**config.mk**
```make
export PLATFORM = sky130hd
export DESIGN_NAME = cla_pipe_adder_flat
export DESIGN_NICKNAME = d
export VERILOG_FILES = /design/src/rtl/cla_pipe_adder_if.sv /design/src/rtl/cla_pipe_adder.sv /design/src/flat_wrapper.sv
export SDC_FILE = /design/constraint.sdc
export NUM_CORES = 1
export LEC_CHECK = 0
export ABC_AREA = 0
export CORE_ASPECT_RATIO = 2
export CORE_MARGIN = 1.5
export CORE_UTILIZATION = 49
export DETAILED_ROUTE_END_ITERATION = 10
export PLACE_DENSITY = 0.8
export SLEW_MARGIN = 20
export SYNTH_ARGS = -nofsm -noshare
export SYNTH_HDL_FRONTEND = slang
export SYNTH_SLANG_ARGS = --single-unit
```
**constraint.sdc**
```tcl
create_clock -name clock -period 7.8 [get_ports clock]
set_clock_uncertainty 0.2 [all_clocks]
set_input_delay 1.56 -clock clock [delete_from_list [all_inputs] [get_ports clock]]
set_output_delay 1.56 -clock clock [all_outputs]
set_load 0.02 [all_outputs]
```
**src/rtl/cla_pipe_adder_if.sv**
```systemverilog
// Operand/result handshake bundle for cla_pipe_adder.
// The master drives operands and consumes results; the slave is the adder.
interface cla_pipe_adder_if #(
    parameter int WIDTH = 32
);
    logic             in_valid;
    logic             in_ready;
    logic [WIDTH-1:0] a;
    logic [WIDTH-1:0] b;
    logic             cin;
    logic             sub;
    logic             out_valid;
    logic             out_ready;
    logic [WIDTH-1:0] sum;
    logic             cout;
    logic             ovf;

    modport master (
        output in_valid, a, b, cin, sub, out_ready,
        input  in_ready, out_valid, sum, cout, ovf
    );

    modport slave (
        input  in_valid, a, b, cin, sub, out_ready,
        output in_ready, out_valid, sum, cout, ovf
    );
endinterface

```
**src/rtl/cla_pipe_adder.sv**
```systemverilog
// Pipelined two-level carry-lookahead adder/subtractor with valid/ready on both sides.
// Define CLA_MID_REG_EN to register between the lookahead levels (latency 2, otherwise 1).
module cla_pipe_adder #(
    parameter int WIDTH = 32,
    parameter int BLOCK = 8
) (
    input  logic           clock,
    input  logic           reset,
    cla_pipe_adder_if.slave bus
);
    localparam int NGRP = WIDTH / BLOCK;

    if ((WIDTH % BLOCK) != 0 || NGRP < 1) begin : g_bad_geometry
        $error("cla_pipe_adder: WIDTH must be a non-zero multiple of BLOCK");
    end

    logic             in_ready;
    logic             s1_adv;
    logic             out_valid_q, out_valid_d;
    logic [WIDTH-1:0] sum_q, sum_d;
    logic             cout_q, cout_d;
    logic             ovf_q, ovf_d;

    // First lookahead level: effective operands, bit and group propagate/generate.
    logic [WIDTH-1:0] bp_l1, p_l1, g_l1;
    logic             c0_l1;
    logic [NGRP-1:0]  gp_l1, gg_l1;

    always_comb begin
        bp_l1 = bus.sub ? ~bus.b : bus.b;
        c0_l1 = bus.sub | bus.cin;
        p_l1  = bus.a | bp_l1;
        g_l1  = bus.a & bp_l1;
        gp_l1 = '1;
        gg_l1 = '0;
        for (int k = 0; k < NGRP; k++) begin
            for (int i = 0; i < BLOCK; i++) begin
                gg_l1[k] = g_l1[k*BLOCK+i] | (p_l1[k*BLOCK+i] & gg_l1[k]);
                gp_l1[k] = gp_l1[k] & p_l1[k*BLOCK+i];
            end
        end
    end

    logic             l2_valid;
    logic [WIDTH-1:0] l2_a, l2_bp, l2_p, l2_g;
    logic             l2_c0;
    logic [NGRP-1:0]  l2_gp, l2_gg;

    assign s1_adv = ~out_valid_q | bus.out_ready;

`ifdef CLA_MID_REG_EN
    logic             s1_valid_q, s1_valid_d;
    logic             s1_c0_q, s1_c0_d;
    logic [WIDTH-1:0] s1_a_q, s1_a_d, s1_bp_q, s1_bp_d;
    logic [WIDTH-1:0] s1_p_q, s1_p_d, s1_g_q, s1_g_d;
    logic [NGRP-1:0]  s1_gp_q, s1_gp_d, s1_gg_q, s1_gg_d;

    assign in_ready = ~s1_valid_q | s1_adv;

    always_comb begin
        s1_valid_d = s1_valid_q;
        s1_c0_d    = s1_c0_q;
        s1_a_d     = s1_a_q;
        s1_bp_d    = s1_bp_q;
        s1_p_d     = s1_p_q;
        s1_g_d     = s1_g_q;
        s1_gp_d    = s1_gp_q;
        s1_gg_d    = s1_gg_q;
        if (in_ready) begin
            s1_valid_d = bus.in_valid;
            if (bus.in_valid) begin
                s1_c0_d = c0_l1;
                s1_a_d  = bus.a;
                s1_bp_d = bp_l1;
                s1_p_d  = p_l1;
                s1_g_d  = g_l1;
                s1_gp_d = gp_l1;
                s1_gg_d = gg_l1;
            end
        end
    end

    always_ff @(posedge clock) begin
        if (reset) begin
            s1_valid_q <= 1'b0;
            s1_c0_q    <= 1'b0;
            s1_a_q     <= '0;
            s1_bp_q    <= '0;
            s1_p_q     <= '0;
            s1_g_q     <= '0;
            s1_gp_q    <= '0;
            s1_gg_q    <= '0;
        end else begin
            s1_valid_q <= s1_valid_d;
            s1_c0_q    <= s1_c0_d;
            s1_a_q     <= s1_a_d;
            s1_bp_q    <= s1_bp_d;
            s1_p_q     <= s1_p_d;
            s1_g_q     <= s1_g_d;
            s1_gp_q    <= s1_gp_d;
            s1_gg_q    <= s1_gg_d;
        end
    end

    assign l2_valid = s1_valid_q;
    assign l2_c0    = s1_c0_q;
    assign l2_a     = s1_a_q;
    assign l2_bp    = s1_bp_q;
    assign l2_p     = s1_p_q;
    assign l2_g     = s1_g_q;
    assign l2_gp    = s1_gp_q;
    assign l2_gg    = s1_gg_q;
`else
    assign in_ready = s1_adv;
    assign l2_valid = bus.in_valid;
    assign l2_c0    = c0_l1;
    assign l2_a     = bus.a;
    assign l2_bp    = bp_l1;
    assign l2_p     = p_l1;
    assign l2_g     = g_l1;
    assign l2_gp    = gp_l1;
    assign l2_gg    = gg_l1;
`endif

    // Second level: every group carry is a flat sum of products over lower groups and c0.
    logic [NGRP:0]    gc;
    logic [WIDTH:0]   c;
    logic             acc, pp;
    logic [WIDTH-1:0] sum_l2;
    logic             cout_l2, ovf_l2;

    always_comb begin
        gc    = '0;
        gc[0] = l2_c0;
        acc   = 1'b0;
        pp    = 1'b0;
        for (int k = 0; k < NGRP; k++) begin
            acc = l2_gg[k];
            pp  = l2_gp[k];
            for (int j = k - 1; j >= 0; j--) begin
                acc = acc | (pp & l2_gg[j]);
                pp  = pp & l2_gp[j];
            end
            gc[k+1] = acc | (pp & l2_c0);
        end
        c = '0;
        for (int k = 0; k < NGRP; k++) begin
            c[k*BLOCK] = gc[k];
            for (int i = 1; i < BLOCK; i++) begin
                c[k*BLOCK+i] = l2_g[k*BLOCK+i-1] | (l2_p[k*BLOCK+i-1] & c[k*BLOCK+i-1]);
            end
        end
        c[WIDTH] = gc[NGRP];
        sum_l2   = l2_a ^ l2_bp ^ c[WIDTH-1:0];
        cout_l2  = c[WIDTH];
        ovf_l2   = c[WIDTH] ^ c[WIDTH-1];
    end

    always_comb begin
        out_valid_d = out_valid_q;
        sum_d       = sum_q;
        cout_d      = cout_q;
        ovf_d       = ovf_q;
        if (s1_adv) begin
            out_valid_d = l2_valid;
            if (l2_valid) begin
                sum_d  = sum_l2;
                cout_d = cout_l2;
                ovf_d  = ovf_l2;
            end
        end
    end

    always_ff @(posedge clock) begin
        if (reset) begin
            out_valid_q <= 1'b0;
            sum_q       <= '0;
            cout_q      <= 1'b0;
            ovf_q       <= 1'b0;
        end else begin
            out_valid_q <= out_valid_d;
            sum_q       <= sum_d;
            cout_q      <= cout_d;
            ovf_q       <= ovf_d;
        end
    end

    assign bus.in_ready  = in_ready;
    assign bus.out_valid = out_valid_q;
    assign bus.sum       = sum_q;
    assign bus.cout      = cout_q;
    assign bus.ovf       = ovf_q;
endmodule

```
**src/flat_wrapper.sv**
```systemverilog
// flat-port wrapper written by rule: the top's interface ports become plain ports
module cla_pipe_adder_flat 
#(
    parameter int WIDTH = 32,
    parameter int BLOCK = 8
)
  (clock, reset, bus_in_valid, bus_a, bus_b, bus_cin, bus_sub, bus_out_ready, bus_in_ready, bus_out_valid, bus_sum, bus_cout, bus_ovf);
  cla_pipe_adder_if #(.WIDTH(WIDTH)) bus_i ();
  input  logic clock;
  input  logic reset;
  input wire logic [$bits(bus_i.in_valid)-1:0] bus_in_valid;
  input wire logic [$bits(bus_i.a)-1:0] bus_a;
  input wire logic [$bits(bus_i.b)-1:0] bus_b;
  input wire logic [$bits(bus_i.cin)-1:0] bus_cin;
  input wire logic [$bits(bus_i.sub)-1:0] bus_sub;
  input wire logic [$bits(bus_i.out_ready)-1:0] bus_out_ready;
  output wire logic [$bits(bus_i.in_ready)-1:0] bus_in_ready;
  output wire logic [$bits(bus_i.out_valid)-1:0] bus_out_valid;
  output wire logic [$bits(bus_i.sum)-1:0] bus_sum;
  output wire logic [$bits(bus_i.cout)-1:0] bus_cout;
  output wire logic [$bits(bus_i.ovf)-1:0] bus_ovf;
  assign bus_i.in_valid = bus_in_valid;
  assign bus_i.a = bus_a;
  assign bus_i.b = bus_b;
  assign bus_i.cin = bus_cin;
  assign bus_i.sub = bus_sub;
  assign bus_i.out_ready = bus_out_ready;
  assign bus_in_ready = bus_i.in_ready;
  assign bus_out_valid = bus_i.out_valid;
  assign bus_sum = bus_i.sum;
  assign bus_cout = bus_i.cout;
  assign bus_ovf = bus_i.ovf;
  cla_pipe_adder #(.WIDTH(WIDTH), .BLOCK(BLOCK)) u_core (.clock(clock), .reset(reset), .bus(bus_i));
endmodule
```
==> results of run 1 <==
-- registers in the layout (all words and copies together) (netlist names) --
signal	count
u_core.bus.cout	1
u_core.bus.out_valid	1
u_core.bus.ovf	1
u_core.bus.sum	32
-- metrics by stage --
step	worst slack [ps]	cell area [um^2]	utilization
after floorplan	954	3570	-
after global placement	713	4700	0.671
after detailed placement	538	4700	0.671
after CTS	802	4820	0.690
after global routing	476	4820	0.690
final	828	4820	0.690
-- worst paths after layout --
path	slack, ps	from	end	depth (start not counted)
setup / recovery	830	bus_b[5]	u_core.bus.ovf	19
hold / removal	260	u_core.bus.sum[17]	u_core.bus.sum[17]	2
setup reg to reg	5750	u_core.bus.out_valid	u_core.bus.ovf	4
hold reg to reg	260	u_core.bus.sum[17]	u_core.bus.sum[17]	2
-- worst max-delay path, cell delays in order --
cell             delay, ps
clkdlybuf4s50_1        470
xor2_1                 200
inv_1                  100
ha_1                   200
or3_1                  380
o311ai_1               420
or2_1                  190
a21oi_1                130
o21a_1                 230
fa_1                   440
fa_1                   440
fa_1                   440
fa_1                   430
fa_1                   390
inv_1                   80
fa_1                   200
fa_1                   250
nand3b_1               100
o311ai_1               290
-- cells in the final DEF, fill, tap and decap left out, types with 2 or more instances in the layout --
cell               n
a311oi_1           2
o21bai_1           4
o311a_1            2
o311ai_1           2
nor3_1             7
a21oi_1           15
buf_4              3
a211oi_1          24
clkdlybuf4s50_1  104
nand2_1           21
ha_1              64
xor2_1            28
inv_1             79
nand3b_1           2
o21ai_0            2
fa_1              28
clkbuf_16          5
nor4_1             4
nand2b_1           3
dfxtp_1           35
nor2b_1            6
xnor2_1            8
nor2_1            33
-- power groups by stage --
stage               clock network (mW)  registers [mW]  logic [mW]
global placement                     0           0.216       0.309
floorplan                            0           0.242       0.160
detailed placement                   0           0.217       0.317
finish                           0.188           0.214       0.315
CTS                              0.191           0.214       0.319
global route                     0.198           0.216       0.349
-- routing by layer --
layer / wire (um) / share of wire
met5: 0 / 0
met4: 259 / 0.030
met3: 266 / 0.031
met2: 5060 / 0.59
met1: 2960 / 0.35
-- final cells by class --
type,instances,area share
multi-input combinational,274,0.522
timing repair buffer,108,0.221
sequential,35,0.145
inverter,79,0.0615
clock buffer,6,0.0267
tap,90,0.0233
-- cell families (layout without fill, tap and decap cells) --
logic type                 count (synthesis)  in the layout  share of synthesized area
AOI/OAI and AO/OA                         56             56                      0.111
xor gates and xnor gates                  36             36                     0.0883
adders and majority gates                 92             92                      0.381
buffers and inverters                     94            193                     0.0992
DFF                                       35             35                      0.196
and+or+nand+nor                           90             90                      0.124
==> results.yml, run 1 <==
status:
  status: "completed"
yosys:
  ys_ff_latch: 35
  post-synth-top-count-cell: "inv_1"
  synth_cells: 403
  seq_area_frac_synth: 0.196
  synth_edf_count: 0
  synth_top_area_share: 0.224
  synthDistinctLibCells: 42
  synth_commonest_cells: "79 x inv_1, 64 x ha_1, 35 x dfxtp_1"
  synth_top_area_cell: "ha_1"
  synth-main-ff-cell: "dfxtp_1"
  postSynthAreaPerCell_um2: 8.86
  syn_area_mm2: 0.00357
  synth_area_leaders: "ha_1 22%, dfxtp_1 20%, fa_1 16%"
  synth_warnings: 0
  async_flop_share: 0
  synth_nets: 565
placed_design:
  dpl.hpwl_um: 6880
  place_inst: 586
  gp_congestion: 0.828
  portBuffers: 105
cts:
  htreeDepth: 2
  post_cts_buffers: 0
  insertion_delay_ps: 280
  clkTransAtPathRegs_ps: 50
  clockRootBuffer: "clkbuf_16"
  cts_buffers: 5
  clk_path_buf_depth: 2
  clock_sinks: 35
  cts-resized-gates: 0
  hold_buffers: 0
  cts_tree: "yes"
sta:
  period_minus_slack_ps: 6970
  hold_slack_ps: 263
  slew_headroom: 0.299
  finalMaxSlewViolations: 0
  tns_ps: 0
  finalSetupViolCount: 0
  rsz0062_at_grt: "false"
  timing.final.crit_share: 0.894
  finalHoldViolCount: 0
  fmax_ghz: 0.143
  worstMarginPinSlew_ps: 1050
die:
  ioPinCount: 106
  die_x_um: 63.4
  fp-row-count: 43
  die_height_um: 124
  initial_core_util: 0.511
  die_area_mm2: 0.00784
  core_mm2: 0.00699
grt:
  use_met1: 0.206
  grt_max_degree: 58
  grt_busiest_layer: "met2"
  grt_first_pass_wirelength_um: 13500
  met3_usage: 0.0334
  use_met2: 0.462
  antenna_found_initial: 0
  grtUsageTotal: 0.223
  grt_pass1_vias: 3073
  grt-ovfl-total: 0
power_and_ir_drop:
  power_leakage_nw: 2.29
  p_sw_frac: 0.348
  combPwrFrac: 0.439
  p_int_uw: 467
  pwr-share-seq: 0.298
  powerDensity_mw_per_mm2: 148
  vdd_ir_drop_max_v: 0.0000978
  power.total_uw: 716
  p_sw_uw: 250
  clockPowerShare: 0.262
hold_path:
  min_path_type: "flop to flop"
routing:
  avgViaCountPerCell: 5.00
  routed_wl_um: 8550
  vias: 2958
  dr.pass1.iters: 4
  drc_errors: 0
  wire_per_inst_um: 14.4
  drt_iter0_drc: 97
  antenna_left: 0
cells_and_area:
  final_nets: 665
  drive_above_1_share: 0.0339
  diodes: 0
  fillers: 589
  final_cell_count_no_fill: 592
  multi_input_area_mm2: 0.00252
  seqCellArea_um2: 701
  syn_to_final_growth_pct: 35.1
run:
  max-cap-violations: 0
worst_setup_path:
  start_kind: "input port"
  cp_max_fo: 3
  critPathKind: "input port to flop"
  required_ps: 7780
  crit_path_end_kind: "flop"
  crit_arrival_ps: 6950
No activity file was read; power rests on OpenSTA's default activity.
==> run 2: changes to the inputs <==
- CORE_UTILIZATION: 49 -> 44
- PLACE_DENSITY: 0.8 -> 0.75
- clock period: 7.8 -> 6.05 ns (I/O delays scaled with it)
==> results.yml, run 2 (synthesis gave the netlist of run 1 again) <==
grt:
  grt-ovfl-total: 0
  grt_first_pass_wirelength_um: 15100
  grtUsageTotal: 0.232
  antenna_found_initial: 0
  grt_pass1_vias: 3563
  grt_max_degree: 58
worst_setup_path:
  crit_slowest_cell: "fa_2"
  crit_start: "bus_b[1]"
  crit_path_end_kind: "flop"
  crit_top_cell: "fa_2"
  r2r_start: "u_core.bus.out_valid"
  crit_chain: "clkdlybuf4s50_1 -> xnor2_1 -> ha_1 -> o311a_4 -> o311ai_4 -> or2_4 -> a21oi_4 -> o21a_1 -> fa_2 -> fa_2 -> fa_2 -> fa_2 -> fa_2 -> inv_2 -> fa_2 -> fa_2 -> nand2_2 -> a21oi_1"
  cp.depth: 18
  crit_arrival_ps: 5880
  max_stage_delay_ps: 440
  cp_max_fo: 2
  critPathKind: "input port to flop"
  required_ps: 6000
  reg2reg_depth: 5
  crit_buf_inv: 2
  start_kind: "input port"
  crit_family: "adder cells"
routing:
  wire_per_inst_um: 14.3
  avgViaCountPerCell: 4.79
  dr.pass1.iters: 4
  drt_iter0_drc: 108
  drc_errors: 0
  routed_wl_um: 9690
  antenna_left: 0
  vias: 3235
cells_and_area:
  syn_to_final_growth_pct: 56.9
  diodes: 0
  multi_input_area_mm2: 0.00266
  largest_register_ffs: 32
  fillers: 597
  drive_above_1_share: 0.226
  final_common_cell: "clkdlybuf4s50_1"
  seqCellArea_um2: 701
  final_nets: 742
  fin_area_mm2: 0.00560
  final_cell_mix: "100 x clkdlybuf4s50_1, 77 x buf_4, 76 x inv_1"
cts:
  clock_sinks: 35
  cts_buffers: 5
  hold_buffers: 0
  clkTransAtPathRegs_ps: 60
  insertion_delay_ps: 290
  cts_tree: "yes"
  clk_path_buf_depth: 2
  htreeDepth: 2
  clockRootBuffer: "clkbuf_16"
sta:
  period_minus_slack_ps: 5930
  finalMaxSlewViolations: 0
  setup_slack_ps: 117
  rsz0062_at_grt: "false"
  slew_headroom: 0.620
  worstMarginPinSlew_ps: 565
  hold_slack_ps: 258
  finalSetupViolCount: 0
  fmax_ghz: 0.169
  timing.final.crit_share: 0.981
  finalHoldViolCount: 0
die:
  die_area_mm2: 0.00870
  ioPinCount: 106
  die_x_um: 66.7
  core_mm2: 0.00789
  fp-row-count: 46
  die_height_um: 130
  initial_core_util: 0.453
run:
  max-cap-violations: 0
power_and_ir_drop:
  power.total_mw: 1.04
  pwr-share-seq: 0.264
  vdd_ir_drop_max_v: 0.000112
  p_sw_frac: 0.344
  combPwrFrac: 0.485
  powerDensity_mw_per_mm2: 186
  clockPowerShare: 0.251
  p_int_uw: 684
  p_sw_uw: 359
  power_leakage_nw: 2.72
placed_design:
  gp_congestion: 0.794
  pre_cts_ws_ps: -616
  portBuffers: 105
  placed_area_mm2: 0.00529
  dpl.hpwl_um: 7830
hold_path:
  min_path_type: "flop to flop"
  min_from: "u_core.bus.sum[17]"
  hold_path_depth: 2
status:
  status: "completed"
run 2: timing repair:
| item | in CTS | in global routing |
|---|---|---|
| pin swaps | 15 | 17 |
| resized for setup | 18 | 21 |
| setup buffers | 0 | 1 |
| setup endpoints to repair | 8 | 7 |
run 2: power groups by stage:
stage / registers (mW) / logic (mW) / clock network, mW
6_report: 0.275 / 0.506 / 0.262
3_5_place_dp: 0.280 / 0.480 / 0
3_3_place_gp: 0.279 / 0.463 / 0
4_1_cts: 0.275 / 0.496 / 0.266
5_1_grt: 0.278 / 0.559 / 0.274
2_1_floorplan: 0.312 / 0.210 / 0
run 2: layout make-up:
type,instances,share of cell area
inverter,79,0.0529
clock inverter,1,0.000893
tap,96,0.0214
multi-input combinational,274,0.474
clock buffer,6,0.0248
sequential,35,0.125
timing repair buffer,185,0.301
run 2: final timing paths:
kind	endpoint	slack [ps]
max	u_core.bus.sum[30]	120
min	u_core.bus.sum[17]	260
max reg2reg	u_core.bus.ovf	4290
min reg2reg	u_core.bus.sum[17]	260
run 2: tightest hold or removal path, stage by stage (launching register included):
cell and delay, ps:
dfxtp_1 310, nand2_1 50, a21oi_1 50
run 2: per-layer routing:
metal / global-route usage / wire length, um / up-vias
li1: - / - / 1599
met1: 0.187 / 3040 / 1522
met2: 0.490 / 5970 / 92
met3: 0.0351 / 327 / 22
met4: 0.126 / 357 / 0
met5: 0 / 0 / -
run 2: through the flow:
stage,instances,utilization,TNS (ps)
after floorplan,403,-,0
after global placement,667,0.671,-3250
after detailed placement,667,0.671,-4090
after CTS,674,0.697,0
after global routing,676,0.711,0
final,676,0.711,0
==> run 3: changes to the inputs <==
- CORE_UTILIZATION: 44 -> 49
- PLACE_DENSITY: 0.75 -> 0.91
- clock period: 6.05 -> 5.6 ns (I/O delays scaled with it)
==> results.yml, run 3 (synthesis gave the netlist of run 1 again) <==
power_and_ir_drop:
  p_sw_uw: 552
  combPwrFrac: 0.571
  power.total_mw: 1.38
  p_int_uw: 830
  power_leakage_nw: 3.23
  clockPowerShare: 0.208
  powerDensity_mw_per_mm2: 210
  vdd_ir_drop_max_v: 0.000191
  p_sw_frac: 0.400
  pwr-share-seq: 0.220
grt:
  grtUsageTotal: 0.390
  grt-ovfl-total: 0
  grt_first_pass_wirelength_um: 22600
  antenna_found_initial: 1
  grt_max_degree: 58
  grt_pass1_vias: 4534
die:
  die_area_mm2: 0.00784
  die_x_um: 63.4
  core_mm2: 0.00699
  fp-row-count: 43
  ioPinCount: 106
  die_height_um: 124
  initial_core_util: 0.511
routing:
  antenna_left: 0
  drc_errors: 0
  routed_wl_um: 20200
  vias: 4467
  dr.pass1.iters: 5
  avgViaCountPerCell: 6.04
  wire_per_inst_um: 27.3
  drt_iter0_drc: 606
cts:
  cts_buffers: 5
  clockRootBuffer: "clkbuf_16"
  insertion_delay_ps: 300
  clkTransAtPathRegs_ps: 60
  clk_path_buf_depth: 2
  hold_buffers: 0
  htreeDepth: 2
  cts_tree: "yes"
  clock_sinks: 35
cells_and_area:
  drive_above_1_share: 0.427
  final_nets: 808
  fillers: 201
  seqCellArea_um2: 701
  final_cell_mix: "138 x buf_4, 70 x clkdlybuf4s50_1, 62 x inv_1"
  final_common_cell: "buf_4"
  fin_util: 0.942
  largest_register_ffs: 32
  final_cell_count_no_fill: 739
  fin_area_mm2: 0.00659
  multi_input_area_mm2: 0.00308
  syn_to_final_growth_pct: 84.4
status:
  status: "finished with violations"
  violations: "setup timing"
sta:
  fmax_ghz: 0.168
  rsz0062_at_grt: "true"
  period_minus_slack_ps: 5950
  timing.final.crit_share: 1.06
  finalHoldViolCount: 0
  worstMarginPinSlew_ps: 1220
  finalMaxSlewViolations: 0
  finalSetupViolCount: 9
  slew_headroom: 0.185
  setup_slack_ps: -348
worst_setup_path:
  crit_family: "adder cells"
  crit_arrival_ps: 5970
  crit_path_end_kind: "flop"
  cp.depth: 19
  max_stage_delay_ps: 530
  required_ps: 5620
  crit_slowest_cell: "clkdlybuf4s50_1"
  cp_max_fo: 2
  reg2reg_depth: 4
  start_kind: "input port"
  critPathKind: "input port to flop"
  crit_buf_inv: 4
  crit_top_cell: "fa_2"
  crit_chain: "clkdlybuf4s50_1 -> inv_1 -> ha_2 -> nor2b_1 -> o21bai_2 -> and4_4 -> a21oi_4 -> fa_2 -> inv_2 -> fa_2 -> inv_1 -> fa_2 -> fa_2 -> fa_2 -> fa_2 -> fa_2 -> xnor2_2 -> nand2_1 -> a21oi_2"
placed_design:
  gp_congestion: 0.885
  placed_area_mm2: 0.00525
  dpl.hpwl_um: 8170
  place_inst: 653
  portBuffers: 105
hold_path:
  hold_path_depth: 2
  min_path_type: "flop to flop"
run:
  max-cap-violations: 0
==> run 3: changes by cell type in the layout (fill, tap and decap cells not counted), moves of 11 or more <==
| cell | before | now |
|---|---|---|
| clkdlybuf4s50_1 | 100 | 70 |
| inv_2 | 3 | 17 |
| ha_1 | 61 | 47 |
| xor2_2 | 0 | 13 |
| xor2_1 | 28 | 10 |
| dlygate4sd2_1 | 0 | 11 |
| buf_4 | 77 | 138 |
| dlymetal6s2s_1 | 4 | 15 |
| inv_1 | 76 | 62 |
==> run 3: stage by stage <==
stage | setup WS [ps] | hold slack, ps | TNS [ps]
2_1_floorplan | -24.6 | 330 | -24.6
3_3_place_gp | -609 | 249 | -4100
3_5_place_dp | -754 | 250 | -5440
4_1_cts | 0.235 | 259 | 0
5_1_grt | -572 | 291 | -2350
6_report | -348 | 279 | -1870
==> run 3: repair_timing <==
action	in CTS	in global routing
cloned	0	2
endpoints found under the setup margin	8	10
setup buffers	62	12
pin swaps	43	32
resized for setup	81	92
==> run 3: final timing paths <==
| check | from | end | slack (ps) |
|---|---|---|---|
| max | bus_a[6] | u_core.bus.sum[23] | -350 |
| min | u_core.bus.sum[29] | u_core.bus.sum[29] | 280 |
| max reg2reg | u_core.bus.out_valid | u_core.bus.sum[16] | 3040 |
| min reg2reg | u_core.bus.sum[29] | u_core.bus.sum[29] | 280 |
==> run 3: per-layer routing <==
layer  vias to the layer above  share of wire  GRT usage
met5                         -              0          0
met4                         0           0.13      0.333
met3                       219          0.090     0.0912
met2                       434           0.50      0.749
met1                      2086           0.28      0.321
li1                       1728              -          -
==> run 3: power groups by stage <==
stage	registers, mW	logic [mW]	clock network (mW)
final	0.304	0.790	0.288
after global routing	0.304	0.823	0.299
after CTS	0.298	0.616	0.276
after detailed placement	0.302	0.517	0
after global placement	0.301	0.493	0
after floorplan	0.337	0.232	0
==> run 3: area by class of cell <==
| class | instances | share of cell area |
|---|---|---|
| Antenna cell | 2 | 0.000760 |
| Clock buffer | 7 | 0.0201 |
| Clock inverter | 1 | 0.000760 |
| Inverter | 79 | 0.0450 |
| Multi-Input combinational cell | 274 | 0.468 |
| Sequential cell | 35 | 0.106 |
| Tap cell | 90 | 0.0171 |
| Timing Repair Buffer | 251 | 0.342 |
==> run 3: tightest hold or removal path: cells and delay by family, from the launching register on <==
family	cells	cell delay [ps]
compound gates	1	60
flops	1	320
simple gates	1	60
